File: config.mk
export PLATFORM = sky130hd
export DESIGN_NAME = pkt_send_arbiter
export DESIGN_NICKNAME = d
export VERILOG_FILES = /design/src/rtl/pkt_send_arbiter_pkg.sv /design/src/rtl/pkt_send_arbiter_rr_pick.sv /design/src/rtl/pkt_send_arbiter.sv
export SDC_FILE = /design/constraint.sdc
export NUM_CORES = 1
export LEC_CHECK = 0
export ABC_AREA = 1
export CORE_MARGIN = 2
export CORE_UTILIZATION = 28
export CTS_BUF_LIST = sky130_fd_sc_hd__clkbuf_8
export DETAILED_ROUTE_END_ITERATION = 7
export GPL_TIMING_DRIVEN = 0
export HOLD_SLACK_MARGIN = 0.08
export PLACE_DENSITY = 0.79
export SKIP_CTS_REPAIR_TIMING = 1
export SLEW_MARGIN = 10
export SYNTH_ARGS = -nofsm -noshare
export SYNTH_HDL_FRONTEND = slang
export SYNTH_SLANG_ARGS = --single-unit
File: constraint.sdc
create_clock -name clk -period 1.94 [get_ports clk]
set_clock_uncertainty 0.1 [all_clocks]
set_input_delay 0.485 -clock clk [delete_from_list [all_inputs] [get_ports clk]]
set_output_delay 0.485 -clock clk [all_outputs]
set_load 0.1 [all_outputs]
File: src/rtl/pkt_send_arbiter_pkg.sv
// Shared flit definitions for the packet send arbiter: data width, packet length,
// flit-type encodings and the type-extract helper.
`ifndef DW
`define DW 18
`endif
`ifndef PKT_LEN
`define PKT_LEN 4
`endif
`ifndef HEAD
`define HEAD 2'b10
`endif
`ifndef BODY
`define BODY 2'b00
`endif
`ifndef TAIL
`define TAIL 2'b01
`endif

package pkt_send_arbiter_pkg;
   localparam int DW          = `DW;
   localparam int PKT_LEN_DEF = `PKT_LEN;

   localparam logic [1:0] FLIT_HEAD = `HEAD;
   localparam logic [1:0] FLIT_BODY = `BODY;
   localparam logic [1:0] FLIT_TAIL = `TAIL;

   typedef enum logic {
      ST_IDLE = 1'b0,
      ST_SEND = 1'b1
   } arb_state_e;

   function automatic logic [1:0] flit_type(input logic [DW-1:0] flit);
      return flit[DW-1:DW-2];
   endfunction
endpackage

File: src/rtl/pkt_send_arbiter_rr_pick.sv
// Combinational round-robin finder: first set request at or after ptr, wrapping modulo N.
module pkt_send_arbiter_rr_pick #(
   parameter int N  = 2,
   parameter int IW = $clog2(N)
) (
   input  logic [N-1:0]  req,
   input  logic [IW-1:0] ptr,
   output logic [IW-1:0] idx,
   output logic          found
);
   always_comb begin : p_pick
      int j;
      idx   = ptr;
      found = 1'b0;
      for (int k = 0; k < N; k++) begin
         j = int'(ptr) + k;
         if (j >= N) j = j - N;
         if (!found && req[j]) begin
            found = 1'b1;
            idx   = IW'(j);
         end
      end
   end
endmodule

File: src/rtl/pkt_send_arbiter.sv
// Packet-atomic round-robin arbiter sharing one credit-controlled link between N_SRC send FIFOs.
// Optional per-source packet counters and protocol-error flag under PKT_SEND_ARB_STATS_EN.
module pkt_send_arbiter
   import pkt_send_arbiter_pkg::*;
#(
   parameter int N_SRC   = 2,
   parameter int CNT_W   = 8,
   parameter int CREDITS = 16,
   parameter int PKT_LEN = PKT_LEN_DEF
) (
   input  logic                     clk,
   input  logic                     rstn,
   input  logic [N_SRC-1:0]         src_valid,
   input  logic [N_SRC*DW-1:0]      src_data,
   input  logic [N_SRC*CNT_W-1:0]   src_cnt,
   output logic [N_SRC-1:0]         src_read,
   output logic                     out_valid,
   output logic [DW-1:0]            out_data,
   input  logic                     out_ready,
   input  logic                     credit_upd,
   output logic [$clog2(N_SRC)-1:0] grant_id,
   output logic                     busy
`ifdef PKT_SEND_ARB_STATS_EN
   ,
   output logic [N_SRC*16-1:0]      pkt_sent,
   output logic                     proto_err
`endif
);
   localparam int IW = $clog2(N_SRC);
   localparam int CW = $clog2(CREDITS + 1);
   localparam logic [CW-1:0]    CRED_MAX = CW'(CREDITS);
   localparam logic [CW-1:0]    CRED_PKT = CW'(PKT_LEN);
   localparam logic [CNT_W-1:0] CNT_PKT  = CNT_W'(PKT_LEN);

   arb_state_e    state_q, state_d;
   logic [IW-1:0] grant_q, grant_d;
   logic [IW-1:0] rr_q, rr_d;
   logic [CW-1:0] credit_q, credit_d;
   logic          busy_q, busy_d;

   logic [N_SRC-1:0] head_full;
   logic [N_SRC-1:0] eligible;
   logic             credit_ok;
   logic [IW-1:0]    pick_idx;
   logic             pick_found;
   logic             handshake;
   logic             tail_hs;

   assign credit_ok = (credit_q >= CRED_PKT);

   // A source qualifies only when its whole packet is resident and the link can absorb it.
   generate
      for (genvar gi = 0; gi < N_SRC; gi++) begin : g_elig
         assign head_full[gi] = src_valid[gi] & (src_cnt[gi*CNT_W +: CNT_W] >= CNT_PKT);
         assign eligible[gi]  = head_full[gi] & credit_ok &
                                (flit_type(src_data[gi*DW +: DW]) == FLIT_HEAD);
      end
   endgenerate

   pkt_send_arbiter_rr_pick #(
      .N  (N_SRC),
      .IW (IW)
   ) u_rr_pick (
      .req   (eligible),
      .ptr   (rr_q),
      .idx   (pick_idx),
      .found (pick_found)
   );

   assign out_data  = src_data[grant_q*DW +: DW];
   assign out_valid = (state_q == ST_SEND) & src_valid[grant_q] & (credit_q != '0);
   assign handshake = out_valid & out_ready;
   assign tail_hs   = handshake & (flit_type(out_data) == FLIT_TAIL);
   assign src_read  = handshake ? (N_SRC'(1) << grant_q) : '0;
   assign grant_id  = grant_q;
   assign busy      = busy_q;

   always_comb begin
      state_d  = state_q;
      grant_d  = grant_q;
      rr_d     = rr_q;
      credit_d = credit_q;
      case (state_q)
         ST_IDLE: begin
            if (pick_found) begin
               grant_d = pick_idx;
               state_d = ST_SEND;
            end
         end
         ST_SEND: begin
            if (tail_hs) begin
               state_d = ST_IDLE;
               rr_d    = (grant_q == IW'(N_SRC - 1)) ? '0 : grant_q + 1'b1;
            end
         end
         default: state_d = ST_IDLE;
      endcase
      // Return and spend in the same cycle cancel; returns beyond full depth are dropped.
      if (handshake && !credit_upd)
         credit_d = credit_q - 1'b1;
      else if (credit_upd && !handshake && credit_q != CRED_MAX)
         credit_d = credit_q + 1'b1;
      busy_d = (state_d == ST_SEND);
   end

   always_ff @(posedge clk or negedge rstn) begin
      if (!rstn) begin
         state_q  <= ST_IDLE;
         grant_q  <= '0;
         rr_q     <= '0;
         credit_q <= CRED_MAX;
         busy_q   <= 1'b0;
      end else begin
         state_q  <= state_d;
         grant_q  <= grant_d;
         rr_q     <= rr_d;
         credit_q <= credit_d;
         busy_q   <= busy_d;
      end
   end

`ifdef PKT_SEND_ARB_STATS_EN
   logic [N_SRC*16-1:0] pkt_sent_q, pkt_sent_d;
   logic                proto_err_q, proto_err_d;
   logic [N_SRC-1:0]    bad_front;
   logic                overflow;

   generate
      for (genvar gi = 0; gi < N_SRC; gi++) begin : g_stats
         assign bad_front[gi] = head_full[gi] &
                                (flit_type(src_data[gi*DW +: DW]) != FLIT_HEAD);
         assign pkt_sent_d[gi*16 +: 16] = pkt_sent_q[gi*16 +: 16] +
                                          ((tail_hs && grant_q == IW'(gi)) ? 16'd1 : 16'd0);
      end
   endgenerate

   assign overflow    = credit_upd & ~handshake & (credit_q == CRED_MAX);
   assign proto_err_d = proto_err_q | overflow | ((state_q == ST_IDLE) & (|bad_front));
   assign pkt_sent    = pkt_sent_q;
   assign proto_err   = proto_err_q;

   always_ff @(posedge clk or negedge rstn) begin
      if (!rstn) begin
         pkt_sent_q  <= '0;
         proto_err_q <= 1'b0;
      end else begin
         pkt_sent_q  <= pkt_sent_d;
         proto_err_q <= proto_err_d;
      end
   end
`endif
endmodule

# Word-level counts from Yosys, hierarchy flattened
# Index checks and enable logic that the tools add are counted.
# totals
mem_bits_rw	0
elab_cells	68
regBits	8
memories	0
rom_bits	0
out_inout_bits	23
latchBits	0
inputBits	58
# op_classes
n_addsub	6
bitwise_logic	11
multipliers	1
div_mod_pow	0
mux	21
reduce_logical	11
magnitude_cmp	8
eq_ne	4
shifts	2
# ops
operator	n
$lt A32 B3 Y1 const B	2
$mux W32	2
$shiftx A36 B7 Y18	1
$ge A32 B3 Y1 const B	1
$sub A32 B3 Y32 const B	1
$ge A8 B3 Y1 const B	2
$mux W1	15
$and A1 B1 Y1	10
$mux W5	2
$add A5 B1 Y5 const B	1
$ge A5 B3 Y1 const B	1
$mul A1 B4 Y5 const B	1
$ne A5 B5 Y1 const B	1
$reduce_bool A5 Y1	1
$sub A5 B1 Y5 const B	1
$eq A2 B2 Y1 const B	2
$logic_and A1 B1 Y1	4
$reduce_and A2 Y1	2
$logic_not A1 Y1	3
$sub A1 B2 Y3 const B	1
$add A1 B1 Y2 const B	1
$eq A2 B1 Y1 const B	1
$ge A1 B2 Y1 const B	1
$lt A1 B2 Y1 const B	1
6 further kinds	6

# Depth between registers and ports, before layout
# depth
ltp_word	13
mapped_depth	15
depth_no_buf	15

# Cells and area by module
# From an unflattened synthesis, not the netlist that was laid out.
# hier_totals
hier_cells	143
hier_area_um2	865.8
# modules_own_cells
mod	instances	seq_area_each_um2	area_each_um2	cells_each
pkt_send_arbiter	1	201.4	847.1	139
pkt_send_arbiter_rr_pick	1	0.0	18.8	4

# Worst setup path before layout
# No wires, ideal clock.
# synth_path
kind	register to register
from	register grant_q, in the netlist grant_id
to	register busy_q, in the netlist busy
stages_incl_launch_ff	6
period_less_slack_ns	3.732
slack_ns	-1.792
arrival_ns	3.563
path_buffers	0
setup_ns	0.069
required_time_ns	1.771
cell_sequence	dfrtp_1 o21ai_0 nor2_1 nand2_1 nand2_1 nand3_1
# synth_via
elab_cells_between_ends	11
classes_between	mul: 1; eq/ne: 1; shift: 1; mux: 4; bitwise: 4
# synth_lines
item	line_no	source
start: declaration	pkt_send_arbiter.sv:36	logic [IW-1:0] grant_q, grant_d;
start signal: assignment	pkt_send_arbiter.sv:115	grant_q <= grant_d;
$mul A1 B4 Y5	pkt_send_arbiter.sv:70	assign out_data = src_data[grant_q*DW +: DW];
$shiftx A36 B7 Y18	pkt_send_arbiter.sv:70	
named net out_data[17]	pkt_send_arbiter.sv:18	output logic [DW-1:0] out_data,
$eq A2 B1 Y1	pkt_send_arbiter.sv:73	assign tail_hs = handshake & (flit_type(out_data) == FLIT_TAIL);
$and A1 B1 Y1	pkt_send_arbiter.sv:73	
$mux W1	pkt_send_arbiter.sv:91	if (tail_hs) begin
$pmux W1 S2	pkt_send_arbiter.sv:83	case (state_q)
named net busy_d	pkt_send_arbiter.sv:39	logic busy_q, busy_d;
end signal: assignment	pkt_send_arbiter.sv:118	busy_q <= busy_d;
end: declaration	pkt_send_arbiter.sv:39	
# The timed path passes the listed nets, and every way through them passes these cells. The select of a mux whose other input is x is not followed.
# A chain may end at the register's enable or synchronous reset.

# Worst setup path after layout
# layout_path
from	register grant_q, in the netlist grant_id
to	output out_valid
# layout_via
elab_chain_cells	4
# layout_lines
item	line_no	source
$mux W1 (not written as such) (2 in series)	pkt_send_arbiter.sv:71	assign out_valid = (state_q == ST_SEND) & src_valid[grant_q] & (credit_q != '0);
$and A1 B1 Y1 (2 in series)	pkt_send_arbiter.sv:71	
end: declaration	pkt_send_arbiter.sv:17	output logic out_valid,
# No other way between the ends. The select of a mux whose other input is x is not followed.

==> results by group <==
Clock tree
  – Clk slew on worst S/H paths: 0.05 ns
  – Root Driver: clkbuf_8
  – Clk Latency, worst-skew pair: 0.24 ns
  – Maximum clock path buffer count: 2
  – Sink Count: 8
  – H-tree levels: 1
  – CTS tree: yes
  – Total CTS buffers: 3

Worst setup path
  – Critical Path AT: 1.55 ns
  – Flop2flop setup slack: -0.19 ns
  – R2R cell count: 11
  – R2R Path End: credit_q[3]
  – Critical path endpoint category: output pin
  – Worst r2r src: credit_q[1]
  – Worst Setup EP: out_valid
  – CP required: 1.35 ns
  – Setup CP Type: reg -> out
  – CP startpoint: grant_id
  – Worst-path fanout max: 7
  – Crit start category: flip-flop

Outcome
  – Status: finished with violations
  – Failing checks: design-rule violations, negative setup slack

Place
  – Place WS: -1.36 ns
  – Post-DP HPWL: 2830 µm
  – I/O Buffers: 76
  – Final GP Congestion: 0.803

Drt
  – Metal1 wirelength: 1300 µm
  – Vias per cell: 4.92
  – First-pass DRT Iterations: 8
  – Highest routed metal layer: met4
  – Initial drt markers: 77
  – DRC: 7
  – Routed len/inst: 14.7 µm
  – Routed wl met2: 2210 µm
  – Post-route ant nets: 0
  – Vias: 1288
  – Drt total wl: 3840 µm
  – Met3 wire length: 286 µm

GRT
  – Global Route Usage Sum: 0.192
  – GRT Residual Overflow: 0
  – Initial antenna violation count: 0
  – Largest net degree at the start of global routing: 11
  – First-pass GRT wire length: 5160 µm
  – Vias in the first global route: 1193

Cells and area
  – # diodes: 0
  – Utilization after layout: 0.781
  – Final-stage net count: 294
  – Layout cells sized above 1: 0.346
  – Area Growth Syn to Fin: 160%

Synthesis
  – Share of flip-flops with an asynchronous set or reset: 1.00
  – Area of the mapped netlist: 843 µm²
  – Main synth FF type: dfrtp_1
  – Syn. warnings: 0
  – Synth top area share: 0.325
  – Synth cell count leaders: nand2_1 (73), nand3_1 (13), nor2_1 (13), inv_1 (11), dfrtp_1 (7)
  – Synth area leaders: nand2_1 (32%), dfrtp_1 (21%), nand3_1 (7.7%)
  – Mapped Nets: 207
  – Unique cell type count in the Yosys netlist: 24
  – Largest area contributor in the netlist: nand2_1
  – Sequential area share after synthesis: 0.239
  – Post-synth EDFFs: 0
  – Yosys reg bits: 8
  – Mapped Cells: 145
  – Post-Syn Area per Cell: 5.82 µm²
  – Most frequent cell after synthesis: nand2_1

Timing
  – Slew margin rel.: 0.358
  – Crit share post-route: 1.10
  – Hold Vio Cnt, Final: 0
  – # setup viols final: 23
  – Peak Freq: 468 MHz
  – Worst setup margin: -0.196 ns
  – Final Max Tran Viols: 0
  – Final min period: 2.14 ns
  – RSZ-0062 raised after global routing: true
  – Worst-Margin Slew: 0.962 ns

Die
  – Initial Utilization: 0.301
  – IO Pins: 81
  – Die X: 58.9 µm
  – Die Footprint: 0.00347 mm²
  – Die Ht: 58.9 µm
  – CORE AREA: 0.00281 mm²
  – Num rows: 19

Flow run
  – Max_cap viols: 0

Power and ir drop
  – Leakage power: 0.00105 µW
  – Pwr dens: 1860 mW/mm²
  – Worst vdd ir: 917 µV

Hold path
  – Hold Path Class: reg -> reg
[layer usage]
layer,vias to the layer above,global-route usage
li1,626,-
met1,597,0.221
met2,60,0.348
met3,5,0.0286
met4,0,0.0877
met5,-,0
[registers in the layout, summed over array words and instances, names as in the netlist]
signal    count
busy          1
credit_q      5
grant_id      1
rr_q          1
[where the power goes]
| part | internal (µW) | total (µW) | switching (µW) |
|---|---|---|---|
| clock network | 138 | 220 | 81.4 |
| registers | 271 | 384 | 113 |
| logic | 1160 | 3460 | 2310 |
| total | 1570 | 4070 | 2500 |
[critical path, stage by stage (launching register included)]
cell and delay (ns):
dfrtp_4 0.54, inv_8 0.09, nor2_4 0.04, nor2_4 0.14, and2_4 0.17, clkbuf_4 0.32
[logic make-up (layout without fill, tap and decap cells)]
logic type,Yosys count,count (layout),share of synthesized area
compound gates,8,8,0.0475
xor+xnor,2,2,0.0208
fa+ha+maj,4,4,0.0683
buf+inv,15,101,0.0697
flops,8,8,0.239
simple gates,108,108,0.555
[area by class of cell]
class                           instances  area (µm²)
Clock buffer                            3        41.3
Tap cell                               31        38.8
Timing Repair Buffer                   82         971
Sequential cell                         8         209
Multi-Input combinational cell        122         842
Buffer                                  3        26.3
Fill cell                             192         616
Inverter                               12        57.6
Clock inverter                          1        3.75
[worst min path at each step]
stage	start	endpoint	slack (ns)	cells after the start
3_5_place_dp	credit_q[4]	credit_q[4]	0.37	2
2_1_floorplan	rstn	credit_q[0]	0.09	0
4_1_cts	credit_q[4]	credit_q[4]	0.37	2
3_3_place_gp	credit_q[4]	credit_q[4]	0.36	2
6_report	credit_q[4]	credit_q[4]	0.37	2
5_1_grt	credit_q[4]	credit_q[4]	0.38	2
[metrics by stage]
stage / total power [µW] / cells / hold WS, ns / TNS, ns / instance area (µm²)
after floorplan: 2630 / 145 / 0.0894 / -3.36 / 1060
after global placement: 3210 / 252 / 0.363 / -23.30 / 1860
after detailed placement: 3270 / 252 / 0.366 / -23.63 / 1860
after CTS: 3500 / 256 / 0.372 / -25.58 / 1900
after global routing: 4240 / 262 / 0.385 / -4.49 / 2190
final: 4070 / 262 / 0.371 / -3.06 / 2190
[placed cells by master, fill, tap and decap left out, drive strengths merged]
cell type / instances
inv: 13
dfstp: 1
nor2: 15
clkdlybuf4s50: 48
xnor2: 1
clkbuf: 6
nand4: 1
a21oi: 2
nor3b: 1
fa: 1
dlymetal6s2s: 6
nand2: 75
ha: 3
dfrtp: 7
buf: 28
nand3: 15
xor2: 1
and2: 1
o21ai: 6
Power figures use the tool's default switching activity.
==> variant 1, RTL diff (config.mk and constraints unchanged) <==
The option `PKT_SEND_ARB_STATS_EN` is turned on by a define.
--- a/src/rtl/pkt_send_arbiter.sv
+++ b/src/rtl/pkt_send_arbiter.sv
@@ -1,5 +1,7 @@
 // Packet-atomic round-robin arbiter sharing one credit-controlled link between N_SRC send FIFOs.
 // Optional per-source packet counters and protocol-error flag under PKT_SEND_ARB_STATS_EN.
+`define PKT_SEND_ARB_STATS_EN
+
 module pkt_send_arbiter
    import pkt_send_arbiter_pkg::*;
 #(
Function (old outputs only; new: pkt_sent and proto_err): kept (Yosys induction, for registers that start in step).
==> variant 1 against the original RTL <==
The run ends with setup timing left; sequential cell count up 33; area after synthesis increased to 2.8 times the old value; sequential power increased to 3.0 times the old value; wire length increased by 110%; setup slack worse by 0.53 ns; combinational power up 50%; cell area up 120%; total power up 70%; die area rose to 2.7 times the old value; count of clock-buffer cells in the layout grew 2; critical path type is now input pin to register; highest routed layer unchanged.
==> variant 1: results (changes against the original RTL) <==
metric,value,unit,change
outcome,finished with violations,,
violations,setup timing,,
final_layout_size_suffix_gt1_frac,0.466,,+0.120
drt_iter0_markers,49,,-36%
cp.arrival,2.75,ns,+1.20 ns
fin_nets,497,,+69%
critical_path.slowest_cell,clkdlybuf4s50_1,,
dpl.hpwl,5200,µm,+83%
place_congestion,0.783,,-2.5%
dpl_cell_area,0.00403,mm²,+120%
worst_ir_drop_vdd,0.00121,V,+32%
fillers,678,,+250%
synth.distinct_cells,29,,+21%
grt_pass1_vias,2371,,+99%
largest_register_ffs,32,,+27
r2r_start,grant_id,,
r2r_cells,17,,+6
synthTopCellsByArea,"dfrtp_1, nand2_1, xor2_1",,
ff2ff_setup_slack,-0.68,ns,-0.49 ns
seq_area_frac_synth,0.434,,+0.196
synth_nets,354,,+71%
worst_slew_margin_rel,0.337,,-0.0206
vias_per_cell,4.68,,-4.9%
wl,7990,µm,+110%
worstReg2RegEnd,pkt_sent[12],,
intPower,3.14,mW,+100%
path_max_fanout,3,,-4
synth_common_cells,"nand2_1, dfrtp_1, inv_1, nor2_1, xor2_1",,
cts_htree_levels,2,,+1
holdWs,0.0558,ns,-0.315 ns
fin_util,0.591,,-0.190
port_buffers,109,,+43%
clk_pin_slew,0.08,ns,+0.03 ns
hp-class,input pin to async pin,,
grt_start_max_net_pins,23,,+12
finalSetupViolCount,57,,+150%
timing.final.ws_setup,-0.724,ns,-0.528 ns
p_leak,2.33,nW,+120%
## variant 1: layer usage
metal,GRT usage,wire length (µm),up-vias
met5,0,0,-
met4,0.0393,208,0
met3,0.0611,796,20
met2,0.258,4230,111
met1,0.152,2760,1184
li1,-,-,1191
## variant 1: worst max path at each step
stage                 start           end  slack, ns  depth (start not counted)
2_1_floorplan      grant_id  pkt_sent[12]      -1.07                         17
3_3_place_gp   src_valid[1]   src_read[1]      -1.37                          8
3_5_place_dp   src_valid[1]   src_read[1]      -1.40                          8
4_1_cts        src_valid[1]   src_read[1]      -1.41                          8
5_1_grt        src_data[34]  pkt_sent[12]      -0.85                         15
6_report       src_data[34]  pkt_sent[12]      -0.72                         15
## variant 1: per-stage QoR
stage / power [mW] / TNS [ns] / std cells / worst slack [ns]
after floorplan: 4.21 / -24.87 / 287 / -1.07
after global placement: 4.97 / -91.21 / 501 / -1.37
after detailed placement: 5.05 / -61.81 / 502 / -1.40
after CTS: 5.62 / -67.56 / 510 / -1.41
after global routing: 7.21 / -26.24 / 536 / -0.851
final: 6.91 / -22.22 / 536 / -0.724
## variant 1: worst register-to-register path: stages, from the launching register on
cell and delay [ns]:
dfrtp_4 0.50, buf_8 0.15, inv_4 0.06, buf_8 0.09, nand2_4 0.07, nand2_8 0.08, nand2_4 0.05, nor2_4 0.14
inv_4 0.07, nor2_4 0.14, ha_4 0.16, ha_4 0.14, nand2_4 0.06, nor2_4 0.12, nand3_4 0.10, nor3_4 0.20
nand4_1 0.13, xor2_1 0.16
## variant 1: cell type report
cell class / count / share of cell area
plain buffers: 5 / 0.0160
clock buffers: 5 / 0.0142
flip-flops and latches: 41 / 0.213
multi-input cells: 208 / 0.408
inverters: 33 / 0.0271
repair buffers: 136 / 0.291
well taps: 105 / 0.0271
clock inverters: 3 / 0.00361
## variant 1: cells by family after synthesis
kind of cell,share of synthesized area
and+or+nand+nor,0.308
DFF,0.434
buffers and inverters,0.0651
xor gates and xnor gates,0.111
AOI/OAI and AO/OA,0.0307
adders and majority gates,0.0508
## variant 1: power groups by stage
| stage | clock [mW] | sequential [mW] | combinational, mW |
|---|---|---|---|
| global route | 0.611 | 1.18 | 5.42 |
| floorplan | 0 | 1.60 | 2.60 |
| global placement | 0 | 1.14 | 3.83 |
| detailed placement | 0 | 1.15 | 3.90 |
| CTS | 0.576 | 1.13 | 3.91 |
| finish | 0.561 | 1.16 | 5.19 |
==> variant 2, RTL diff (same settings) <==
Without the edit above. The parameter `CNT_W` goes from 8 to 10.
--- a/src/rtl/pkt_send_arbiter.sv
+++ b/src/rtl/pkt_send_arbiter.sv
@@ -4,7 +4,7 @@
    import pkt_send_arbiter_pkg::*;
 #(
    parameter int N_SRC   = 2,
-   parameter int CNT_W   = 8,
+   parameter int CNT_W   = 10,
    parameter int CREDITS = 16,
    parameter int PKT_LEN = PKT_LEN_DEF
 ) (
Interface: changed (resized src_cnt); port bits go from 81 to 85. The function was not compared with the original's and may differ.
==> variant 2 against the original RTL <==
The flow finishes with violations (setup timing); total power is 0.32% lower; setup slack worse by 0.012 ns; area after synthesis is 1.3% higher; sequential power is 4% lower; critical path depth is 1 lower; cell area is 2.7% higher; highest routed layer unchanged; first-iteration DRC count is 68% lower; fmax is 0.55% lower; sequential cell count stayed put; largest power group unchanged; wire length is 10% lower.
==> variant 2: results (changes against the original RTL) <==
metric,value,unit,change
r2r_start,grant_id,,
finalSetupViolCount,16,,-30%
outcome,finished with violations,,
final_layout_size_suffix_gt1_frac,0.411,,+0.0647
dpl_worst_slack,-1.29,ns,+0.0723 ns
synth_nets,214,,+3.4%
via_count,1267,,-1.6%
finalNonFillerCells,269,,+2.7%
power.switching,2.46,mW,-1.5%
use_met3,0.0328,,+0.00418
powerDensity,1800,mW/mm²,-3.0%
fp-row-count,20,,+1
timing.final.ws_setup,-0.208,ns,-0.0117 ns
worst_slew_margin_rel,0.638,,+0.280
fin_nets,303,,+3.1%
wl_per_cell,12.8,µm,-13%
setup_tns,-1.71,ns,+1.35 ns
startpoint,out_ready,,
dpl.hpwl,2450,µm,-14%
synth_common_cells,"nand2_1, nor2_1, inv_1, nand3_1, dfrtp_1",,
worst_ir_drop_vdd,0.00126,V,+38%
dr_wl_met2,1840,µm,-17%
violations,setup timing,,
grt_pass1_wl,4460,µm,-14%
ff2ff_setup_slack,-0.13,ns,+0.06 ns
met1_usage,0.208,,-0.0131
path_max_fanout,5,,-2
holdWs,0.371,ns,+0.000221 ns
==> variant 2: cell count changes after synthesis, sizes merged <==
cell	before	now
nor3	0	1
nor2	15	17
nand3	15	13
nor3b	1	0
buf	2	3
nand4	1	3
==> variant 2: layout make-up <==
class	count	area (µm²)	area share
sequential	8	209	0.0929
timing repair buffer	84	975	0.433
clock inverter	1	3.75	0.00167
inverter	12	50.0	0.0222
buffer	4	53.8	0.0239
multi-input combinational	124	876	0.389
tap	33	41.3	0.0184
clock buffer	3	41.3	0.0184
==> variant 2: logic make-up after synthesis <==
family / after synthesis / share of synthesized area
buf+inv: 16 / 0.0820
simple gates: 110 / 0.548
fa+ha+maj: 4 / 0.0674
xor+xnor: 2 / 0.0205
flops: 8 / 0.236
compound gates: 8 / 0.0468
==> variant 2: worst max-delay path, stage by stage <==
cell,delay [ns]
clkdlybuf4s50_1,0.59
nand3_4,0.16
nor2_4,0.12
buf_8,0.20
